File: config.mk
export PLATFORM = sky130hd
export DESIGN_NAME = load_store_unit
export DESIGN_NICKNAME = d
export VERILOG_FILES = /design/src/rtl/cpu19_pkg.sv /design/src/rtl/lsu_timeout_counter.sv /design/src/rtl/load_store_unit.sv
export SDC_FILE = /design/constraint.sdc
export NUM_CORES = 1
export LEC_CHECK = 0
export CAP_MARGIN = 20
export CORE_ASPECT_RATIO = 0.5
export CORE_MARGIN = 1.5
export CORE_UTILIZATION = 43
export DETAILED_ROUTE_END_ITERATION = 7
export PLACE_DENSITY = 0.86
export SYNTH_ARGS = -nofsm -noshare
export SYNTH_HDL_FRONTEND = slang
export SYNTH_SLANG_ARGS = --single-unit
File: constraint.sdc
create_clock -name clk_in -period 3.4 [get_ports clk_in]
set_input_delay 0.68 -clock clk_in [delete_from_list [all_inputs] [get_ports clk_in]]
set_output_delay 0.68 -clock clk_in [all_outputs]
set_load 0.005 [all_outputs]
File: src/rtl/cpu19_pkg.sv
// Shared definitions for the cpu19 core: datapath width and the load/store
// unit state encoding.
package cpu19_pkg;

    localparam int DATA_W = 16;

    localparam logic [1:0] LSU_IDLE = 2'd0;
    localparam logic [1:0] LSU_REQ  = 2'd1;
    localparam logic [1:0] LSU_DONE = 2'd2;

    typedef enum logic [1:0] {
        ST_IDLE = LSU_IDLE,
        ST_REQ  = LSU_REQ,
        ST_DONE = LSU_DONE
    } lsu_state_e;

endpackage

File: src/rtl/lsu_timeout_counter.sv
// Wait counter for the load/store unit: cleared at issue, counts request
// cycles, and flags the request cycle that exhausts the timeout budget.
module lsu_timeout_counter #(
    parameter int TIMEOUT_CYCLES = 15
) (
    input  logic clk_in,
    input  logic rst_in,
    input  logic clear_in,
    input  logic inc_in,
    output logic expired_out
);

    localparam int CNT_W = $clog2(TIMEOUT_CYCLES + 1);
    localparam logic [CNT_W-1:0] LAST = CNT_W'(TIMEOUT_CYCLES - 1);

    logic [CNT_W-1:0] count_d;
    logic [CNT_W-1:0] count_q;

    // NOTE: every variable gets its default first so no path leaves it
    // unassigned; a missing default here would infer a latch.
    always_comb begin
        count_d = count_q;
        if (clear_in) begin
            count_d = '0;
        end else if (inc_in) begin
            count_d = count_q + CNT_W'(1);
        end
    end

    // NOTE: state registers use non-blocking assignments so every flop
    // samples pre-edge values regardless of process ordering.
    always_ff @(posedge clk_in or negedge rst_in) begin
        if (!rst_in) begin
            count_q <= '0;
        end else begin
            count_q <= count_d;
        end
    end

    // Count holds the number of completed request cycles, so the T-th
    // request cycle is the one that sees LAST.
    assign expired_out = inc_in && (count_q == LAST);

endmodule

File: src/rtl/load_store_unit.sv
// Memory-access stage: runs one req/ack transaction per load or store,
// stalls the pipeline meanwhile, and aborts with a sticky error on timeout.
module load_store_unit #(
    parameter int DATA_W         = cpu19_pkg::DATA_W,
    parameter int TIMEOUT_CYCLES = 15
) (
    input  logic              clk_in,
    input  logic              rst_in,
    input  logic              ls_valid_in,
    input  logic              ls_wr_in,
    input  logic [DATA_W-1:0] addr_in,
    input  logic [DATA_W-1:0] st_data_in,
    output logic              stall_out,
    output logic              ls_done_out,
    output logic [DATA_W-1:0] ld_data_out,
    output logic              err_out,
    output logic              mem_req_out,
    output logic              mem_we_out,
    output logic [DATA_W-1:0] mem_addr_out,
    output logic [DATA_W-1:0] mem_wdata_out,
    input  logic              mem_ack_in,
    input  logic [DATA_W-1:0] mem_rdata_in
);

    import cpu19_pkg::*;

    lsu_state_e        state_d,     state_q;
    logic              mem_we_d,    mem_we_q;
    logic [DATA_W-1:0] mem_addr_d,  mem_addr_q;
    logic [DATA_W-1:0] mem_wdata_d, mem_wdata_q;
    logic [DATA_W-1:0] ld_data_d,   ld_data_q;
    logic              err_d,       err_q;

    logic cnt_clear;
    logic cnt_inc;
    logic cnt_expired;

    lsu_timeout_counter #(
        .TIMEOUT_CYCLES(TIMEOUT_CYCLES)
    ) u_timeout (
        .clk_in     (clk_in),
        .rst_in     (rst_in),
        .clear_in   (cnt_clear),
        .inc_in     (cnt_inc),
        .expired_out(cnt_expired)
    );

    always_comb begin
        state_d     = state_q;
        mem_we_d    = mem_we_q;
        mem_addr_d  = mem_addr_q;
        mem_wdata_d = mem_wdata_q;
        ld_data_d   = ld_data_q;
        err_d       = err_q;
        cnt_clear   = 1'b0;
        cnt_inc     = 1'b0;

        unique case (state_q)
            ST_IDLE: begin
                if (ls_valid_in) begin
                    mem_we_d    = ls_wr_in;
                    mem_addr_d  = addr_in;
                    mem_wdata_d = st_data_in;
                    cnt_clear   = 1'b1;
                    state_d     = ST_REQ;
                end
            end
            ST_REQ: begin
                cnt_inc = 1'b1;
                // Ack is tested first so a last-cycle ack beats the timeout.
                if (mem_ack_in) begin
                    if (!mem_we_q) ld_data_d = mem_rdata_in;
                    state_d = ST_DONE;
                end else if (cnt_expired) begin
                    if (!mem_we_q) ld_data_d = '0;
                    err_d   = 1'b1;
                    state_d = ST_DONE;
                end
            end
            // DONE never looks at ls_valid_in: it still shows the op just finished.
            ST_DONE: state_d = ST_IDLE;
            default: state_d = ST_IDLE;
        endcase
    end

    always_ff @(posedge clk_in or negedge rst_in) begin
        if (!rst_in) begin
            state_q     <= ST_IDLE;
            mem_we_q    <= 1'b0;
            mem_addr_q  <= '0;
            mem_wdata_q <= '0;
            ld_data_q   <= '0;
            err_q       <= 1'b0;
        end else begin
            state_q     <= state_d;
            mem_we_q    <= mem_we_d;
            mem_addr_q  <= mem_addr_d;
            mem_wdata_q <= mem_wdata_d;
            ld_data_q   <= ld_data_d;
            err_q       <= err_d;
        end
    end

    assign mem_req_out   = (state_q == ST_REQ);
    assign ls_done_out   = (state_q == ST_DONE);
    assign stall_out     = ((state_q == ST_IDLE) && ls_valid_in) || (state_q == ST_REQ);
    assign mem_we_out    = mem_we_q;
    assign mem_addr_out  = mem_addr_q;
    assign mem_wdata_out = mem_wdata_q;
    assign ld_data_out   = ld_data_q;
    assign err_out       = err_q;

endmodule

==> results of run 1 <==
-- sequential cells by signal, summed over array words and instances, names as in the netlist --
register	flops
mem_we_out	1
mem_addr_out	16
mem_wdata_out	16
ld_data_out	16
err_out	1
state_q	2
u_timeout.count_q	4
-- synth_stat cells --
cell and n:
buf_6 2, nor3b_2 1, nor2_1 1, a31o_2 2
mux2i_1 1, and2b_1 1, nor3b_4 1, and2_1 1
nand3b_4 1, buf_2 3, inv_2 1, a22o_1 16
nand2_1 102, clkbuf_1 5, nand3b_1 1, o21ai_0 4
ha_1 2, inv_1 1, nand3_1 3, dfrtp_1 56
nand4_1 1, or3b_1 1, nand2b_1 1
-- through the flow --
stage                     hold slack, ps  std cells  utilization, %  power, uW
after floorplan                      384        208               -       1480
after global placement               453        376            67.1       2140
after detailed placement             465        376            67.1       2190
after CTS                            465        384            70.4       2780
after global routing                 504        384            70.4       2910
final                                443        384            70.4       2760
-- cells by family after synthesis --
group | Yosys count | share of synthesized area [%]
compound gates | 22 | 8.17
fa+ha+maj | 2 | 1.15
buf+inv | 12 | 2.94
flops | 56 | 64.5
mux | 1 | 0.461
simple gates | 115 | 22.8
-- worst max path at each step --
| stage | from | to | slack [ps] | cells past startpoint |
|---|---|---|---|---|
| after floorplan | ls_valid_in | stall_out | 1270 | 4 |
| after global placement | ls_valid_in | stall_out | 630 | 4 |
| after detailed placement | ls_valid_in | stall_out | 580 | 4 |
| after CTS | ls_valid_in | stall_out | 580 | 4 |
| after global routing | ls_valid_in | stall_out | 560 | 4 |
| final | ls_valid_in | stall_out | 580 | 4 |
-- per-layer routing --
layer  track usage [%]  vias to the layer above
li1                  -                      882
met5                 0                        -
met1              24.5                      900
met4              6.25                        0
met2              38.8                       35
met3              4.80                        4
-- worst max-delay path: stages --
cell and delay [ps]:
clkdlybuf4s50_1 480, or3b_1 360, nand2_1 100, clkdlybuf4s50_1 520
-- layout make-up --
cell class,instances,area [sq um],area share (%)
sequential,56,1400,40.8
timing repair buffer,108,1070,31.1
multi-input combinational,140,714,20.8
clock inverter,3,90.1,2.62
tap,70,87.6,2.55
clock buffer,5,68.8,2.00
inverter,2,7.51,0.218
-- report_power, final --
| group | internal (uW) | total, uW | switching (uW) | leakage, uW |
|---|---|---|---|---|
| logic | 661 | 1060 | 399 | 0.000881 |
| registers | 939 | 1120 | 177 | 0.000699 |
| clock network | 368 | 582 | 214 | 0.0000784 |
| total | 1970 | 2760 | 789 | 0.00166 |
==> metrics.cfg, run 1 <==
[run_status]
run_status=completed

[worst_hold_path]
min_path_type=input pin to async pin

[floorplanning]
die_area_sq_um=5520
rows=18
fp.dieH_microns=53.3
io_pins=106
coreArea_sq_um=4890
start_util_pct=44.5
dieWidth_microns=104

[setup_path]
crit_fanout=2
required_ps=2720
rr_startpoint=state_q[1]$_DFFE_PN0P_
r2r_cells=3
crit_arrival_ps=2140
start_kind=input pin
crit_type=input pin to primary output
rrSetupSlack_ps=1670
crit_path_end_kind=primary output
r2r-end=ld_data_out[11]$_DFFE_PN0P_

[place]
pre_cts_slack_ps=581
dpl_cell_area_sq_um=3280
port_buffers=105
gp_congestion=0.723
dp_hpwl_mm=4.03

[routing]
wl_per_cell_microns=14.6
avgViaCountPerCell=4.74
wl_met2_mm=3.03
first_pass_iters=4
vias=1821
wirelength_mm=5.59
antenna_left=0
drtIter0Drc=101
drcViolationCount=0
wl_met1_mm=2.35
met3_wirelength_microns=174
highest_layer=met4

[synthesis]
synth.top_cell.area_share_pct=64.5
yosysWarnings=0
synth_nets=263
synth_area_sq_um=2170
syn_inst=208
synth.avg_cell_area_sq_um=10.4
yosys-top-cells-area=dfrtp_1, nand2_1, a22o_1, ha_1, buf_6
yosysUniqueCellTypes=23
yosysSeqAreaShare_pct=64.5
ys_ff_latch=56
synth_top_area_cell=dfrtp_1

[timing]
finalCritPeriodShare_pct=82.9
rsz0062_at_grt=no
max_freq_mhz=355
fin_setup_tns_ps=0
hold_viol=0
setup_ws_ps=580
clock_skew_ps=6.65
drv_slew=0
min_period_ps=2820
tightest_slew_ps=798
setup_viol=0
relSlewSlack_pct=46.8

[clock_tree]
cts_made_buffers=5
postCtsResizedCells=0
cts_setup_buffers=0
cts.sinks=56
ctsHoldBuffers=0
cts_tree=done
clk_pin_slew_ps=100
clkLatencyLatePin_ps=310
cts_max_level=2
root_buffer=clkbuf_8
clk_path_buf_depth=2

[job]
drv_cap=0

[power]
leakage_uw=0.00166
ir_worst_vdd_mv=0.381
powerDensity_nw_per_um2=802

[layout]
final_nets=368
num_antenna_cells=0
final_common_cell=clkdlybuf4s50_1
final_cell_mix=clkdlybuf4s50_1, nand2_1, dfrtp_1, a22o_1, clkbuf_8
drive_gt1_share_pct=5.73
fill_cells=357
fin_area_sq_um=3440
area_delta_synth_final_pct=58.2

[global_routing]
grt_pass1_vias=1720
grt_pass1_wl_mm=8.65
antenna_found_initial=0
grt_max_degree=39
grt_overflow=0
grt_use_total_pct=20.7

(Power assumes the default switching activity.)
==> run 2, diff against run 1 <==
--- a/config.mk
+++ b/config.mk
@@ -8,9 +8,9 @@
 export CAP_MARGIN = 20
 export CORE_ASPECT_RATIO = 0.5
 export CORE_MARGIN = 1.5
-export CORE_UTILIZATION = 43
+export CORE_UTILIZATION = 40
 export DETAILED_ROUTE_END_ITERATION = 7
-export PLACE_DENSITY = 0.86
+export PLACE_DENSITY = 0.81
 export SYNTH_ARGS = -nofsm -noshare
 export SYNTH_HDL_FRONTEND = slang
 export SYNTH_SLANG_ARGS = --single-unit
==> constraint.sdc (replaced) <==
create_clock -name clk_in -period 2.6 [get_ports clk_in]
set_input_delay 0.52 -clock clk_in [delete_from_list [all_inputs] [get_ports clk_in]]
set_output_delay 0.52 -clock clk_in [all_outputs]
set_load 0.005 [all_outputs]
==> run 2 against run 1 <==
Combinational power is 30% higher. First-iteration DRC count shrank 32%. Register-to-register slack got worse by 820 ps. Clock-buffer cell count is 1 higher. Die area grew 7.2%. Global-route usage is 2.2 points lower. Non-clock buffer count is 1 higher. Utilization fell by 3.4 points. Hold slack got worse by 380 ps. Largest cell class unchanged.
==> metrics.cfg, run 2 (synthesis results as in run 1) <==
[run_status]
run_status=completed

[layout]
final_common_cell=clkdlybuf4s50_1
final_nets=369
area_delta_synth_final_pct=56.2
drive_gt1_share_pct=5.71
final_cell_mix=clkdlybuf4s50_1, nand2_1, dfrtp_1, a22o_1, clkbuf_8
num_antenna_cells=0
multi_input_area_sq_um=714
fill_cells=382
regArea_sq_um=1400
final_cells=385
final_core_util_pct=67.0

[clock_tree]
clkLatencyLatePin_ps=310
root_buffer=clkbuf_8
ctsHoldBuffers=0
cts_made_buffers=5
clk_path_buf_depth=2
cts_setup_buffers=0
cts_tree=done
cts_max_level=2
postCtsResizedCells=0
cts.sinks=56
clk_pin_slew_ps=90

[place]
numPlacedInstances=377
dp_hpwl_mm=4.02
gp_congestion=0.736
port_buffers=105

[timing]
finalCritPeriodShare_pct=95.2
rsz0062_at_grt=no
hold_viol=0
tightest_slew_ps=713
drv_slew=0
clock_skew_ps=8.53
max_freq_mhz=404
setup_viol=0
relSlewSlack_pct=52.4
min_period_ps=2470
fin_setup_tns_ps=0

[routing]
wirelength_mm=5.43
drtIter0Drc=69
antenna_left=0
wl_per_cell_microns=14.1
avgViaCountPerCell=4.86
drcViolationCount=0
first_pass_iters=4
vias=1870

[setup_path]
cp_common_cell=clkdlybuf4s50_1
crit_type=input pin to primary output
rr_startpoint=state_q[1]$_DFFE_PN0P_
path_buf_inv=2
cp_slowest_cell=clkdlybuf4s50_1
path_cells=clkdlybuf4s50_1 -> or3b_1 -> nand2_1 -> clkdlybuf4s50_1
critPathLaunch=ls_valid_in
critPathTopFamily=buffers and inverters
required_ps=2080
crit_path_end_kind=primary output
start_kind=input pin
cp_slowest_stage_delay_ps=500
crit_fanout=2
crit_arrival_ps=1950

[global_routing]
antenna_found_initial=0
grt_max_degree=39
grt_overflow=0
grt_pass1_vias=1913
grt_use_total_pct=18.5
grt_pass1_wl_mm=8.29

[floorplanning]
coreArea_sq_um=5070
io_pins=106
dieWidth_microns=107
die_area_sq_um=5910
rows=18
fp.dieH_microns=55.1
start_util_pct=42.9

[power]
powerDensity_nw_per_um2=999
p_total_uw=3390
leakage_uw=0.00164
ir_worst_vdd_mv=0.424

[worst_hold_path]
min_path_type=input pin to async pin

[job]
drv_cap=0

[run 2: metal layers]
metal  global-route usage [%]  vias to the layer above  part of all wire [%]  wire, microns
met3                     4.80                       14                   4.0            217
met4                     8.89                        0                   2.1            116
met5                        0                        -                     0              0
met1                     19.6                      920                    40           2180
met2                     36.0                       56                    54           2920
li1                         -                      880                     -              -
[run 2: power by group]
part / internal [uW] / leakage (uW) / total, uW / switching [uW]
combinational: 864 / 0.000886 / 1380 / 512
sequential: 1230 / 0.000699 / 1460 / 229
clock: 286 / 0.0000552 / 557 / 270
total: 2380 / 0.00164 / 3390 / 1010
[run 2: worst register-to-register path, stage by stage, from the launching register on]
cell,delay [ps]
dfrtp_1,440
nand2b_1,310
nor3b_4,660
a22o_1,280
[run 2: final cells by class]
cell class | count | area share, %
Clock buffer | 6 | 2.14
Clock inverter | 2 | 1.03
Inverter | 2 | 0.221
Multi-Input combinational cell | 140 | 21.0
Sequential cell | 56 | 41.3
Tap cell | 70 | 2.58
Timing Repair Buffer | 109 | 31.7
[run 2: stage by stage]
| step | hold slack [ps] | setup WS, ps | area, sq um |
|---|---|---|---|
| floorplan | 224 | 790 | 2170 |
| global placement | 400 | 151 | 3290 |
| detailed placement | 405 | 114 | 3290 |
| CTS | 66.2 | 114 | 3390 |
| global route | 69.0 | 89.0 | 3390 |
| finish | 65.5 | 126 | 3390 |
[run 2: path summary, 6_finish.rpt]
kind / to / slack, ps / cells past startpoint
setup / recovery: stall_out / 130 / 4
setup reg to reg: ld_data_out[12]$_DFFE_PN0P_ / 850 / 3
min in group clk_in: err_out$_DFFE_PN0P_ / 480 / 1
hold / removal: mem_wdata_out[11]$_DFFE_PN0P_ / 70 / 1
max in group asynchronous: mem_addr_out[9]$_DFFE_PN0P_ / 1910 / 2
hold reg to reg: err_out$_DFFE_PN0P_ / 480 / 1
==> run 3, diff against run 2 <==
--- a/config.mk
+++ b/config.mk
@@ -5,12 +5,14 @@
 export SDC_FILE = /design/constraint.sdc
 export NUM_CORES = 1
 export LEC_CHECK = 0
+export ABC_AREA = 1
 export CAP_MARGIN = 20
 export CORE_ASPECT_RATIO = 0.5
 export CORE_MARGIN = 1.5
-export CORE_UTILIZATION = 40
+export CORE_UTILIZATION = 60
 export DETAILED_ROUTE_END_ITERATION = 7
-export PLACE_DENSITY = 0.81
+export DONT_BUFFER_PORTS = 1
+export PLACE_DENSITY = 0.78
 export SYNTH_ARGS = -nofsm -noshare
 export SYNTH_HDL_FRONTEND = slang
 export SYNTH_SLANG_ARGS = --single-unit
==> run 3 against run 2 <==
Non-clock buffer count decreased by 106. Hold slack improved by 7.3 ps. Register-to-register slack improved by 160 ps. Maximum frequency increased by 28%. Global-route usage increased by 2.0 points. Highest routed layer is now met3. Critical endpoint unchanged.
==> metrics.cfg, run 3 <==
[place]
port_buffers=0
gp_congestion=0.659
dp_hpwl_mm=3.05
dpl_cell_area_sq_um=2310

[power]
powerDensity_nw_per_um2=1070
p_total_uw=2630
ir_worst_vdd_mv=0.507
leakage_uw=0.00129

[clock_tree]
postCtsResizedCells=0
cts.sinks=56
cts_max_level=2
clk_path_buf_depth=2
cts_tree=done
clk_pin_slew_ps=90
clkLatencyLatePin_ps=300
root_buffer=clkbuf_8
cts_made_buffers=5
cts_setup_buffers=0

[routing]
vias=1543
first_pass_iters=4
antenna_left=0
avgViaCountPerCell=5.18
wirelength_mm=4.35
wl_per_cell_microns=14.6
drtIter0Drc=64
drcViolationCount=0

[synthesis]
synth.most_common_cell=nand2_1
yosysUniqueCellTypes=23
yosysSeqAreaShare_pct=60.6
synth_common_cells=nand2_1, dfrtp_1, inv_1
synthArstFlopShare_pct=100
synth.avg_cell_area_sq_um=9.29
synth_area_sq_um=2310
synth_edf_count=0
yosys-top-cells-area=dfrtp_1, nand2_1, o21ai_0, inv_1, nand4_1
syn_inst=249
ys_ff_latch=56
synth.top_cell.area_share_pct=60.6
synth_ff_type=dfrtp_1
synth_nets=304
yosysWarnings=0
synth_top_area_cell=dfrtp_1

[floorplanning]
dieWidth_microns=90.8
coreArea_sq_um=3570
io_pins=106
die_area_sq_um=4260
start_util_pct=64.8
fp.dieH_microns=46.9
rows=15

[global_routing]
grt_pass1_wl_mm=6.56
grt_max_degree=57
grt_pass1_vias=1478
antenna_found_initial=0
grt_overflow=0
grt_use_total_pct=20.5

[timing]
tightest_slew_ps=531
hold_viol=0
setup_viol=0
min_period_ps=1930
max_freq_mhz=519
fin_setup_tns_ps=0
clock_skew_ps=6.28
relSlewSlack_pct=64.4
rsz0062_at_grt=no
drv_slew=0
finalCritPeriodShare_pct=74.1

[setup_path]
crit_arrival_ps=1410
crit_type=flip-flop to primary output
crit_fanout=27
critPathLaunch=state_q[1]$_DFFE_PN0P_
r2r-end=mem_wdata_out[6]$_DFFE_PN0P_
rr_startpoint=state_q[1]$_DFFE_PN0P_
crit_path_end_kind=primary output
start_kind=flip-flop
r2r_cells=5
required_ps=2080
rrSetupSlack_ps=1010

[layout]
drive_gt1_share_pct=7.69
regArea_sq_um=1400
final_nets=301
fin_area_sq_um=2450
multi_input_area_sq_um=677
fill_cells=300
num_antenna_cells=0
final_cell_mix=nand2_1, dfrtp_1, inv_1, o21ai_0, nand4_1
final_core_util_pct=68.6
area_delta_synth_final_pct=5.79
final_common_cell=nand2_1

[job]
drv_cap=0

[run_status]
run_status=completed

[worst_hold_path]
min_path_type=input pin to async pin

[run 3: cell count changes after synthesis, moves of 4 or more]
cell,previous run,this run
o21ai_1,0,6
o21ai_0,4,29
clkbuf_1,5,1
a22o_1,16,0
nand4_1,1,16
nand2_1,102,72
inv_1,1,37
[run 3: final cells by class]
| type | instances | share of cell area [%] |
|---|---|---|
| Sequential cell | 56 | 57.3 |
| Clock buffer | 5 | 2.81 |
| Multi-Input combinational cell | 140 | 27.7 |
| Timing Repair Buffer | 3 | 1.74 |
| Tap cell | 51 | 2.61 |
| Inverter | 40 | 6.14 |
| Clock inverter | 3 | 1.74 |
[run 3: critical path, cell delays in order, from the launching register on]
cell and delay [ps]:
dfrtp_1 420, inv_1 100, nand3_2 360, nand2_2 230
[run 3: timing repair]
| action | in CTS | in global routing |
|---|---|---|
| hold buffers | 1 | 0 |
| endpoints found under the hold margin | 56 | 0 |
| setup endpoints to repair | 0 | 0 |
[run 3: logic make-up (layout without fill, tap and decap cells)]
family | Yosys count | after routing | synth area share (%)
and+or+nand+nor | 99 | 99 | 19.6
DFF | 56 | 56 | 60.6
buffers and inverters | 53 | 51 | 10.1
AOI/OAI and AO/OA | 39 | 39 | 8.60
adders and majority gates | 2 | 2 | 1.08
[run 3: routing by layer]
metal | track usage (%) | part of all wire [%]
met2 | 37.3 | 47
met3 | 10.4 | 11
met5 | 0 | 0
met1 | 22.3 | 41
met4 | 5.63 | 0
[run 3: how the worst max path moves through the flow]
stage / end / slack, ps / cells past startpoint
final: stall_out / 670 / 3
after global routing: stall_out / 550 / 3
after CTS: stall_out / 640 / 3
after detailed placement: stall_out / 960 / 2
after global placement: stall_out / 990 / 2
after floorplan: stall_out / 1230 / 3
[run 3: per-stage QoR]
step | std cells | hold slack, ps | worst slack, ps
4_1_cts | 298 | 74.9 | 641
2_1_floorplan | 249 | 224 | 1230
5_1_grt | 298 | 73.6 | 553
3_5_place_dp | 289 | 226 | 963
3_3_place_gp | 289 | 225 | 987
6_report | 298 | 72.8 | 674
[run 3: power by group]
| group | internal (uW) | switching, uW |
|---|---|---|
| clock | 285 | 268 |
| combinational | 194 | 356 |
| sequential | 1230 | 295 |
| total | 1710 | 919 |
